**src/rtl/lsu_mem_port_if.sv**
```systemverilog
`default_nettype none
// ---------------------------------------------------------------------------
// lsu_mem_port_if : request/response and memory-side bundle for lsu_mem_port
// Rev 1.0
// ---------------------------------------------------------------------------
interface lsu_mem_port_if;
  logic        req_valid;
  logic        req_ready;
  logic        req_we;
  logic [2:0]  req_funct3;
  logic [31:0] req_addr;
  logic [31:0] req_wdata;
  logic        resp_valid;
  logic [31:0] resp_rdata;
  logic        resp_err;
  logic [31:0] mem_addr;
  logic [31:0] mem_din;
  logic        mem_we;
  logic [31:0] mem_rd;

  modport slave (
    input  req_valid, req_we, req_funct3, req_addr, req_wdata, mem_rd,
    output req_ready, resp_valid, resp_rdata, resp_err, mem_addr, mem_din, mem_we
  );

  modport master (
    output req_valid, req_we, req_funct3, req_addr, req_wdata, mem_rd,
    input  req_ready, resp_valid, resp_rdata, resp_err, mem_addr, mem_din, mem_we
  );
endinterface
`default_nettype wire

```
**src/rtl/lsu_mem_port.sv**
```systemverilog
`default_nettype none
// ---------------------------------------------------------------------------
// lsu_mem_port : byte-addressed load/store front end for a word-wide memory;
//                sub-word stores are performed as read-modify-write.
// Rev 1.0
// ---------------------------------------------------------------------------
module lsu_mem_port #(
  parameter int unsigned MEM_WORDS = 1024
) (
  input  logic            clk,
  input  logic            rst,
  lsu_mem_port_if.slave   bus
);

  localparam logic [1:0] S_IDLE = 2'd0;
  localparam logic [1:0] S_RD   = 2'd1;
  localparam logic [1:0] S_WR   = 2'd2;
  localparam logic [1:0] S_DONE = 2'd3;

  localparam logic [32:0] ADDR_LIMIT = 33'(4 * MEM_WORDS);

  logic [1:0]  state_q, state_d;
  logic        we_q;
  logic [2:0]  f3_q;
  logic [1:0]  lo_q;
  logic [15:0] wdata_q;
  logic [31:0] mem_addr_q;
  logic [31:0] mem_din_q;
  logic [31:0] rdata_q;
  logic        err_q;

  logic        accept;
  logic        req_err;
  logic        is_sw;
  logic [31:0] rd_shifted;
  logic [7:0]  byte_sel;
  logic [15:0] half_sel;
  logic [31:0] load_data;
  logic [31:0] merge_data;

  assign accept = bus.req_valid && (state_q == S_IDLE);
  assign is_sw  = bus.req_we && (bus.req_funct3 == 3'b010);

  always_comb begin
    req_err = 1'b0;
    case (bus.req_funct3)
      3'b000:  req_err = 1'b0;
      3'b001:  req_err = bus.req_addr[0];
      3'b010:  req_err = |bus.req_addr[1:0];
      3'b100:  req_err = bus.req_we;
      3'b101:  req_err = bus.req_we | bus.req_addr[0];
      default: req_err = 1'b1;
    endcase
    if ({1'b0, bus.req_addr} >= ADDR_LIMIT) begin
      req_err = 1'b1;
    end
  end

  // Little-endian lane extraction from the word currently on mem_rd.
  assign rd_shifted = bus.mem_rd >> {lo_q, 3'b000};
  assign byte_sel   = rd_shifted[7:0];
  assign half_sel   = lo_q[1] ? bus.mem_rd[31:16] : bus.mem_rd[15:0];

  always_comb begin
    load_data = bus.mem_rd;
    case (f3_q)
      3'b000:  load_data = {{24{byte_sel[7]}}, byte_sel};
      3'b001:  load_data = {{16{half_sel[15]}}, half_sel};
      3'b100:  load_data = {24'd0, byte_sel};
      3'b101:  load_data = {16'd0, half_sel};
      default: load_data = bus.mem_rd;
    endcase
  end

  always_comb begin
    merge_data = bus.mem_rd;
    if (f3_q[0]) begin
      if (lo_q[1]) merge_data[31:16] = wdata_q;
      else         merge_data[15:0]  = wdata_q;
    end else begin
      merge_data[{lo_q, 3'b000} +: 8] = wdata_q[7:0];
    end
  end

  always_comb begin
    state_d = state_q;
    case (state_q)
      S_IDLE: begin
        if (accept) begin
          if (req_err)    state_d = S_DONE;
          else if (is_sw) state_d = S_WR;
          else            state_d = S_RD;
        end
      end
      S_RD:    state_d = we_q ? S_WR : S_DONE;
      S_WR:    state_d = S_DONE;
      default: state_d = S_IDLE;
    endcase
  end

  always_ff @(posedge clk) begin
    if (rst) begin
      state_q    <= S_IDLE;
      we_q       <= 1'b0;
      f3_q       <= 3'd0;
      lo_q       <= 2'd0;
      wdata_q    <= 16'd0;
      mem_addr_q <= 32'd0;
      mem_din_q  <= 32'd0;
      rdata_q    <= 32'd0;
      err_q      <= 1'b0;
    end else begin
      state_q <= state_d;
      case (state_q)
        S_IDLE: begin
          if (accept) begin
            we_q       <= bus.req_we;
            f3_q       <= bus.req_funct3;
            lo_q       <= bus.req_addr[1:0];
            wdata_q    <= bus.req_wdata[15:0];
            mem_addr_q <= {2'b00, bus.req_addr[31:2]};
            err_q      <= req_err;
            rdata_q    <= 32'd0;
            if (is_sw && !req_err) begin
              mem_din_q <= bus.req_wdata;
            end
          end
        end
        S_RD: begin
          if (we_q) mem_din_q <= merge_data;
          else      rdata_q   <= load_data;
        end
        default: ;
      endcase
    end
  end

  assign bus.req_ready  = (state_q == S_IDLE);
  assign bus.resp_valid = (state_q == S_DONE);
  assign bus.resp_rdata = rdata_q;
  assign bus.resp_err   = err_q;
  assign bus.mem_addr   = mem_addr_q;
  assign bus.mem_din    = mem_din_q;
  assign bus.mem_we     = (state_q == S_WR);

endmodule
`default_nettype wire

```
**src/flat_wrapper.sv**
```systemverilog
// flat-port wrapper written by rule: the top's interface ports become plain ports
module lsu_mem_port_flat 
#(
  parameter int unsigned MEM_WORDS = 1024
)
  (clk, rst, bus_req_valid, bus_req_we, bus_req_funct3, bus_req_addr, bus_req_wdata, bus_mem_rd, bus_req_ready, bus_resp_valid, bus_resp_rdata, bus_resp_err, bus_mem_addr, bus_mem_din, bus_mem_we);
  lsu_mem_port_if bus_i ();
  input  logic clk;
  input  logic rst;
  input wire logic [$bits(bus_i.req_valid)-1:0] bus_req_valid;
  input wire logic [$bits(bus_i.req_we)-1:0] bus_req_we;
  input wire logic [$bits(bus_i.req_funct3)-1:0] bus_req_funct3;
  input wire logic [$bits(bus_i.req_addr)-1:0] bus_req_addr;
  input wire logic [$bits(bus_i.req_wdata)-1:0] bus_req_wdata;
  input wire logic [$bits(bus_i.mem_rd)-1:0] bus_mem_rd;
  output wire logic [$bits(bus_i.req_ready)-1:0] bus_req_ready;
  output wire logic [$bits(bus_i.resp_valid)-1:0] bus_resp_valid;
  output wire logic [$bits(bus_i.resp_rdata)-1:0] bus_resp_rdata;
  output wire logic [$bits(bus_i.resp_err)-1:0] bus_resp_err;
  output wire logic [$bits(bus_i.mem_addr)-1:0] bus_mem_addr;
  output wire logic [$bits(bus_i.mem_din)-1:0] bus_mem_din;
  output wire logic [$bits(bus_i.mem_we)-1:0] bus_mem_we;
  assign bus_i.req_valid = bus_req_valid;
  assign bus_i.req_we = bus_req_we;
  assign bus_i.req_funct3 = bus_req_funct3;
  assign bus_i.req_addr = bus_req_addr;
  assign bus_i.req_wdata = bus_req_wdata;
  assign bus_i.mem_rd = bus_mem_rd;
  assign bus_req_ready = bus_i.req_ready;
  assign bus_resp_valid = bus_i.resp_valid;
  assign bus_resp_rdata = bus_i.resp_rdata;
  assign bus_resp_err = bus_i.resp_err;
  assign bus_mem_addr = bus_i.mem_addr;
  assign bus_mem_din = bus_i.mem_din;
  assign bus_mem_we = bus_i.mem_we;
  lsu_mem_port #(.MEM_WORDS(MEM_WORDS)) u_core (.clk(clk), .rst(rst), .bus(bus_i));
endmodule
```
**config.mk**
```make
export PLATFORM = sky130hd
export DESIGN_NAME = lsu_mem_port_flat
export DESIGN_NICKNAME = d
export VERILOG_FILES = /design/src/rtl/lsu_mem_port_if.sv /design/src/rtl/lsu_mem_port.sv /design/src/flat_wrapper.sv
export SDC_FILE = /design/constraint.sdc
export NUM_CORES = 1
export LEC_CHECK = 0
export CAP_MARGIN = 20
export CORE_ASPECT_RATIO = 0.7
export CORE_MARGIN = 8
export CORE_UTILIZATION = 35
export DETAILED_ROUTE_END_ITERATION = 7
export SETUP_SLACK_MARGIN = 0.4
export SYNTH_ARGS = -nofsm -noshare
export SYNTH_HDL_FRONTEND = slang
export SYNTH_SLANG_ARGS = --single-unit
```
**constraint.sdc**
```tcl
create_clock -name clk -period 5.4 [get_ports clk]
set_clock_uncertainty 0.1 [all_clocks]
set_input_delay 0.54 -clock clk [delete_from_list [all_inputs] [get_ports clk]]
set_output_delay 0.54 -clock clk [all_outputs]
set_load 0.02 [all_outputs]
```
=== Word-level counts from Yosys, hierarchy flattened ===
Index checks and enable logic that the tools add are counted.

* Shifts and indexed selects: 3
* $add $sub $neg: 1
* Bitwise logic cells: 1
* Multiplexer cells: 20
* Equal/unequal tests: 14
* Reduce and logical (&&, ||, !) cells: 12
* Magnitude comparators: 1

{| class="wikitable"
|+ Operators by type and width
! kind !! count
|-
| $mux W32 || 6
|-
| $pmux W32 S2 || 2
|-
| $pmux W32 S4 || 1
|-
| $mux W16 || 3
|-
| $bwmux W32 || 1
|-
| $ge A32 B13 Y1 const B || 1
|-
| $shift A8 B7 Y32 const A || 1
|-
| $shiftx A8 B7 Y32 || 1
|-
| $shr A32 B5 Y8 || 1
|-
| $eq A3 B3 Y1 const B || 4
|-
| $neg A5 Y7 || 1
|-
| $eq A3 B1 Y1 const B || 2
|-
| $logic_not A3 Y1 || 2
|-
| $mux W2 || 3
|-
| $ne A2 B1 Y1 const B || 3
|-
| $pmux W2 S3 || 1
|-
| $pmux W1 S5 || 1
|-
| $eq A2 B2 Y1 const B || 2
|-
| $reduce_and A4 Y1 || 1
|-
| $eq A3 B2 Y1 const B || 1
|-
| $logic_and A1 B1 Y1 || 3
|-
| $reduce_and A3 Y1 || 1
|-
| $eq A2 B1 Y1 const B || 1
|-
| $logic_not A2 Y1 || 1
|-
| 7 further kinds || 8
|}

* Output and inout bits: 100
* Logic and storage cells: 61
* Bits of input ports: 103
* Register bits: 119

=== Depth between registers and ports, before layout ===
* Word-level depth: 8
* Depth in mapped cells: 10
* Mapped depth without buffers: 7

=== Least setup slack after synthesis ===
Ideal clock, no wire load.

* Path type: register to register
* Start: register u_core.lo_q[1]
* End: register u_core.mem_din_q[10] (netlist: u_core.bus.mem_din[10])
* Arrival: 2.115 ns
* Cell stages (with the launch flop): 10
* Path buffers: 2
* Period minus slack after synthesis: 2.336 ns
* Library setup time: 0.121 ns
* Required time: 5.179 ns
* Slack: 3.064 ns
* Cell sequence: dfxtp_1 buf_2 clkinv_1 ha_1 and4b_1 clkbuf_1 a221o_1 nand3_1 a21oi_1 mux2_4

* Longest elaborated chain between the ends: 6
* Elaborated cells between the ends (all ways): 8
* Classes of those cells: add/sub: 1; shift: 2; mux: 5

{| class="wikitable"
|+ RTL lines
! item !! RTL line !! source
|-
| start: declaration || lsu_mem_port.sv:25 || <nowiki>logic [1:0] lo_q;</nowiki>
|-
| start signal: assignment || lsu_mem_port.sv:119 || <nowiki>lo_q <= bus.req_addr[1:0];</nowiki>
|-
| $neg A5 Y7 || lsu_mem_port.sv:81 || <nowiki>merge_data[{lo_q, 3'b000} +: 8] = wdata_q[7:0];</nowiki>
|-
| $shiftx A8 B7 Y32 / $shift A8 B7 Y32 (equally long branches) || lsu_mem_port.sv:81 ||
|-
| $bwmux W32 || lsu_mem_port.sv:81 ||
|-
| $mux W32 * || lsu_mem_port.sv:77 || <nowiki>if (f3_q[0]) begin</nowiki>
|-
| $mux W32 * || lsu_mem_port.sv:130 || <nowiki>if (we_q) mem_din_q <= merge_data;</nowiki>
|-
| $pmux W32 S2 * || lsu_mem_port.sv:114 || <nowiki>case (state_q)</nowiki>
|-
| end signal: assignment || lsu_mem_port.sv:125 || <nowiki>mem_din_q <= bus.req_wdata;</nowiki>
|-
| end signal: assignment || lsu_mem_port.sv:130 ||
|-
| end: declaration || lsu_mem_port.sv:28 || <nowiki>logic [31:0] mem_din_q;</nowiki>
|}

Mark *: on every way between the ends. The rest lies on a longest branch, timed or not. The select of a mux whose other input is x is not followed.
A chain may end at the register's enable or synchronous reset.

=== Final worst setup path ===
* Start: register u_core.state_q[1]
* End: register u_core.mem_din_q[31] (netlist: u_core.bus.mem_din[31])

* Longest elaborated chain between the ends: 4
* Elaborated cells between the ends (all ways): 9
* Classes of those cells: eq/ne: 4; mux: 1; reduce/logical: 4

{| class="wikitable"
|+ RTL lines
! item !! RTL line !! source
|-
| start: declaration || lsu_mem_port.sv:22 || <nowiki>logic [1:0] state_q, state_d;</nowiki>
|-
| start signal: assignment || lsu_mem_port.sv:113 || <nowiki>state_q <= state_d;</nowiki>
|-
| $logic_not A2 Y1 || lsu_mem_port.sv:41, lsu_mem_port.sv:114 ||
|-
| $logic_and A1 B1 Y1 || lsu_mem_port.sv:41 || <nowiki>assign accept = bus.req_valid && (state_q == S_IDLE);</nowiki>
|-
| $ne A2 B1 Y1 (no line) || -- ||
|-
| $reduce_and A4 Y1 (no line) || -- ||
|}

Several ways; a longest one is shown, not always the timed one.

==> flow_summary.ini <==
[status]
run_status = finished, final reports clean

[synth]
synthArstFlopShare_pct = 0
synth_seq_cells = 119
synth_simple_gate_area_share_pct = 24.4
postSynthCellCount = 792
synth_edf_count = 0
muxShareOfSynthArea_pct = 13.7
yosysSeqAreaShare_pct = 36.1
ys_top_cells_by_count = nand2_1, dfxtp_1, a21oi_1, nand2b_1, clkbuf_1
dominantRegCellSynth = dfxtp_1
netlist.top_cell.by_area = dfxtp_1
post_synth_main_area_contributors = dfxtp_1, nand2_1, a21oi_1
synth_area_um2 = 6590
post_synth_fa_ha_maj_area_fraction_pct = 1.71
synth_cell_types = 45
synth_top_area_share_pct = 36.1
synth-compound-area-share_pct = 19.0
synthXorXnorAreaFrac_pct = 0
post_synthesis_average_cell_area_um2 = 8.32
synth.most_common_cell = nand2_1
yosys_warnings = 0
largest_family_of_logic_cells_by_synthesized_area = simple AND/OR/NAND/NOR gates

[worst_setup_path]
critPathCaptureType = flop
reg2reg_setup_slack_ns = 2.50
worst_path_required_time_ns = 5.61
ff2ff_path_depth = 7
critical_path.reg2reg.endpoint = u_core.bus.mem_din[31]$_SDFFE_PP0P_
crit_type = reg2reg
reg2reg_from = u_core.state_q[1]$_SDFFE_PP0P_
worst_path_arrival_ns = 3.11
startpoint_type = flop
critical_path.max_fanout = 76

[global_route]
global_route.usage.met1_pct = 29.7
globalRouteOverflowTotal = 0
grt_util_met3_pct = 6.96
grt_most_used_layer = met1
grt_pass1_wl_um = 36800
grt_util_met2_pct = 27.2
grt_use_total_pct = 20.1
largest_net_degree_at_the_start_of_global_routing = 77
antenna_found_initial = 0
grt_pass1_vias = 6013

[layout]
postLayoutCoreUtil_pct = 49.7
syn_to_final_growth_pct = 40.7
post_route_cell_area_um2 = 9280
multiInputGateArea_um2 = 3890
layout.filler_cells = 1795
seq_area_um2 = 2380
drive_above_1_share_pct = 9.39
final_net_count = 1069
antenna_cells_inserted = 0

[place]
port_buffers = 200
placed_area_um2 = 8690
dp_hpwl_um = 17300
gp_congestion = 0.811

[die]
initial_utilization_pct = 35.3
io_pins = 203
fp.coreArea_um2 = 18700
design.die.area_um2 = 23600
die_height_um = 131
die_width_um = 180
fp-row-count = 42

[clock_tree]
clock_insertion_delay_worst_skew_ns = 0.42
htreeDepth = 4
cts.repair_timing.setup_buffer_count = 0
worst_setup_hold_path_clk_slew_ns = 0.06
cts_max_path_buffers = 2
cts_root_buf = clkbuf_16
cts.sinks = 119
post_cts_hold_buffer_count = 0
cts_tree = yes
cts.repair.resized = 0
tritoncts.num_buffers = 17

[power]
power.internal_mw = 2.25
total_leakage_power_nw = 3.38
net-switching-power_mw = 1.32
p_seq_share_pct = 30.9
power_frac_comb_pct = 38.3
sw_frac_of_total_pct = 36.9
clkPwrFrac_pct = 30.8
ir_drop_uv = 254
power.density_nw_per_um2 = 385

[timing]
finalHoldWorstSlack_ns = 0.351
relative_slew_slack_pct = 44.5
setup_viol_count_final = 0
timing.final.max_slew_violations = 0
slew_at_the_pin_with_the_worst_max_slew_slack_ns = 0.832
grt_setup_unrepaired = false
tmin_final_ns = 2.90
fin_tns_setup_ns = 0
finalCritPeriodShare_pct = 53.7
achievable-frequency_mhz = 345
report.final.hold_viol_count = 0

[worst_hold_path]
worst_hold_path.endpoint = u_core.bus.mem_addr[9]$_SDFFE_PP0P_
timing.hold.worst.start = u_core.bus.mem_addr[9]$_SDFFE_PP0P_
hold_path.class = reg2reg
worstHoldPathCells = 2

[job]
timing.max_cap.violations = 0

[detailed_routing]
drt-initial-drc-count = 550
route.final.wire_length_um = 24000
route.detailed.wl_per_inst_um = 19.8
vias = 6303
route.detailed.vias_per_inst = 5.20
drcViolationCount = 0
route.antenna.remaining_nets = 0
dr.pass1.iters = 5
==> logic make-up (layout without fill, tap and decap cells) <==
kind of cell,Yosys count,count (layout)
flops,119,119
fa+ha+maj,9,9
simple gates,332,332
other cells,1,2
buf+inv,76,252
mux,74,74
compound gates,181,181
==> layout by cell type, fill, tap and decap left out, types with 17 or more instances in the layout <==
master | synthesis | routed
a21oi_1 | 97 | 97
a221o_1 | 32 | 32
clkbuf_16 | 0 | 17
clkdlybuf4s50_1 | 0 | 199
dfxtp_1 | 119 | 117
mux2_4 | 30 | 30
mux2i_1 | 34 | 34
nand2_1 | 166 | 165
nand2b_1 | 58 | 58
nand3_1 | 34 | 34
nor2b_1 | 34 | 34
==> final cells by class <==
| class | instances | area share, % |
|---|---|---|
| Tap cell | 242 | 3.26 |
| Sequential cell | 119 | 25.7 |
| Clock buffer | 18 | 4.63 |
| Timing Repair Buffer | 212 | 22.7 |
| Multi-Input combinational cell | 598 | 41.9 |
| Clock inverter | 13 | 1.44 |
| Inverter | 9 | 0.364 |
==> worst max-delay path by stage <==
stage,from,to,slack (ns),cells after the start
final,u_core.state_q[1]$_SDFFE_PP0P_,u_core.bus.mem_din[31]$_SDFFE_PP0P_,2.50,7
after detailed placement,bus_req_funct3[0],u_core.bus.mem_din[23]$_SDFFE_PP0P_,2.15,7
after global placement,bus_req_funct3[0],u_core.bus.mem_din[29]$_SDFFE_PP0P_,2.16,7
after CTS,u_core.state_q[1]$_SDFFE_PP0P_,u_core.bus.mem_din[31]$_SDFFE_PP0P_,2.48,7
after floorplan,u_core.lo_q[1]$_SDFFE_PP0P_,u_core.bus.mem_din[10]$_SDFFE_PP0P_,3.06,9
after global routing,u_core.state_q[1]$_SDFFE_PP0P_,u_core.bus.mem_din[31]$_SDFFE_PP0P_,2.33,7
==> worst max-delay path, cell delays in order (launching register included) <==
cell and delay, ns:
dfxtp_1 0.37, inv_1 0.08, ha_2 0.18, buf_4 0.34, and3_1 0.30, a31oi_4 0.52, buf_4 0.48, mux2_2 0.38
==> per-layer routing <==
metal	part of all wire, %	up-vias
met5	0	-
met4	0.71	0
met3	7.7	16
met2	40	202
met1	51	2976
li1	-	3109
==> stage by stage <==
stage | std cells | power (mW) | worst slack, ns
after CTS | 1210 | 3.59 | 2.48
final | 1211 | 3.57 | 2.50
after detailed placement | 1179 | 2.47 | 2.15
after global routing | 1211 | 3.79 | 2.33
after global placement | 1179 | 2.47 | 2.16
after floorplan | 793 | 1.96 | 3.06
==> registers in the layout, summed over array words and instances (netlist names), 2 cells and up <==
| name | cells |
|---|---|
| u_core.bus.mem_din | 32 |
| u_core.bus.mem_addr | 30 |
| u_core.f3_q | 3 |
| u_core.bus.resp_rdata | 32 |
| u_core.wdata_q | 16 |
| u_core.state_q | 2 |
| u_core.lo_q | 2 |
==> power by group through the flow <==
stage	Combinational [mW]	Sequential [mW]	Clock (mW)
global placement	1.36	1.11	0
floorplan	0.761	1.20	0
finish	1.37	1.11	1.10
global route	1.50	1.12	1.16
CTS	1.36	1.10	1.13
detailed placement	1.36	1.12	0
(Power assumes the default switching activity.)
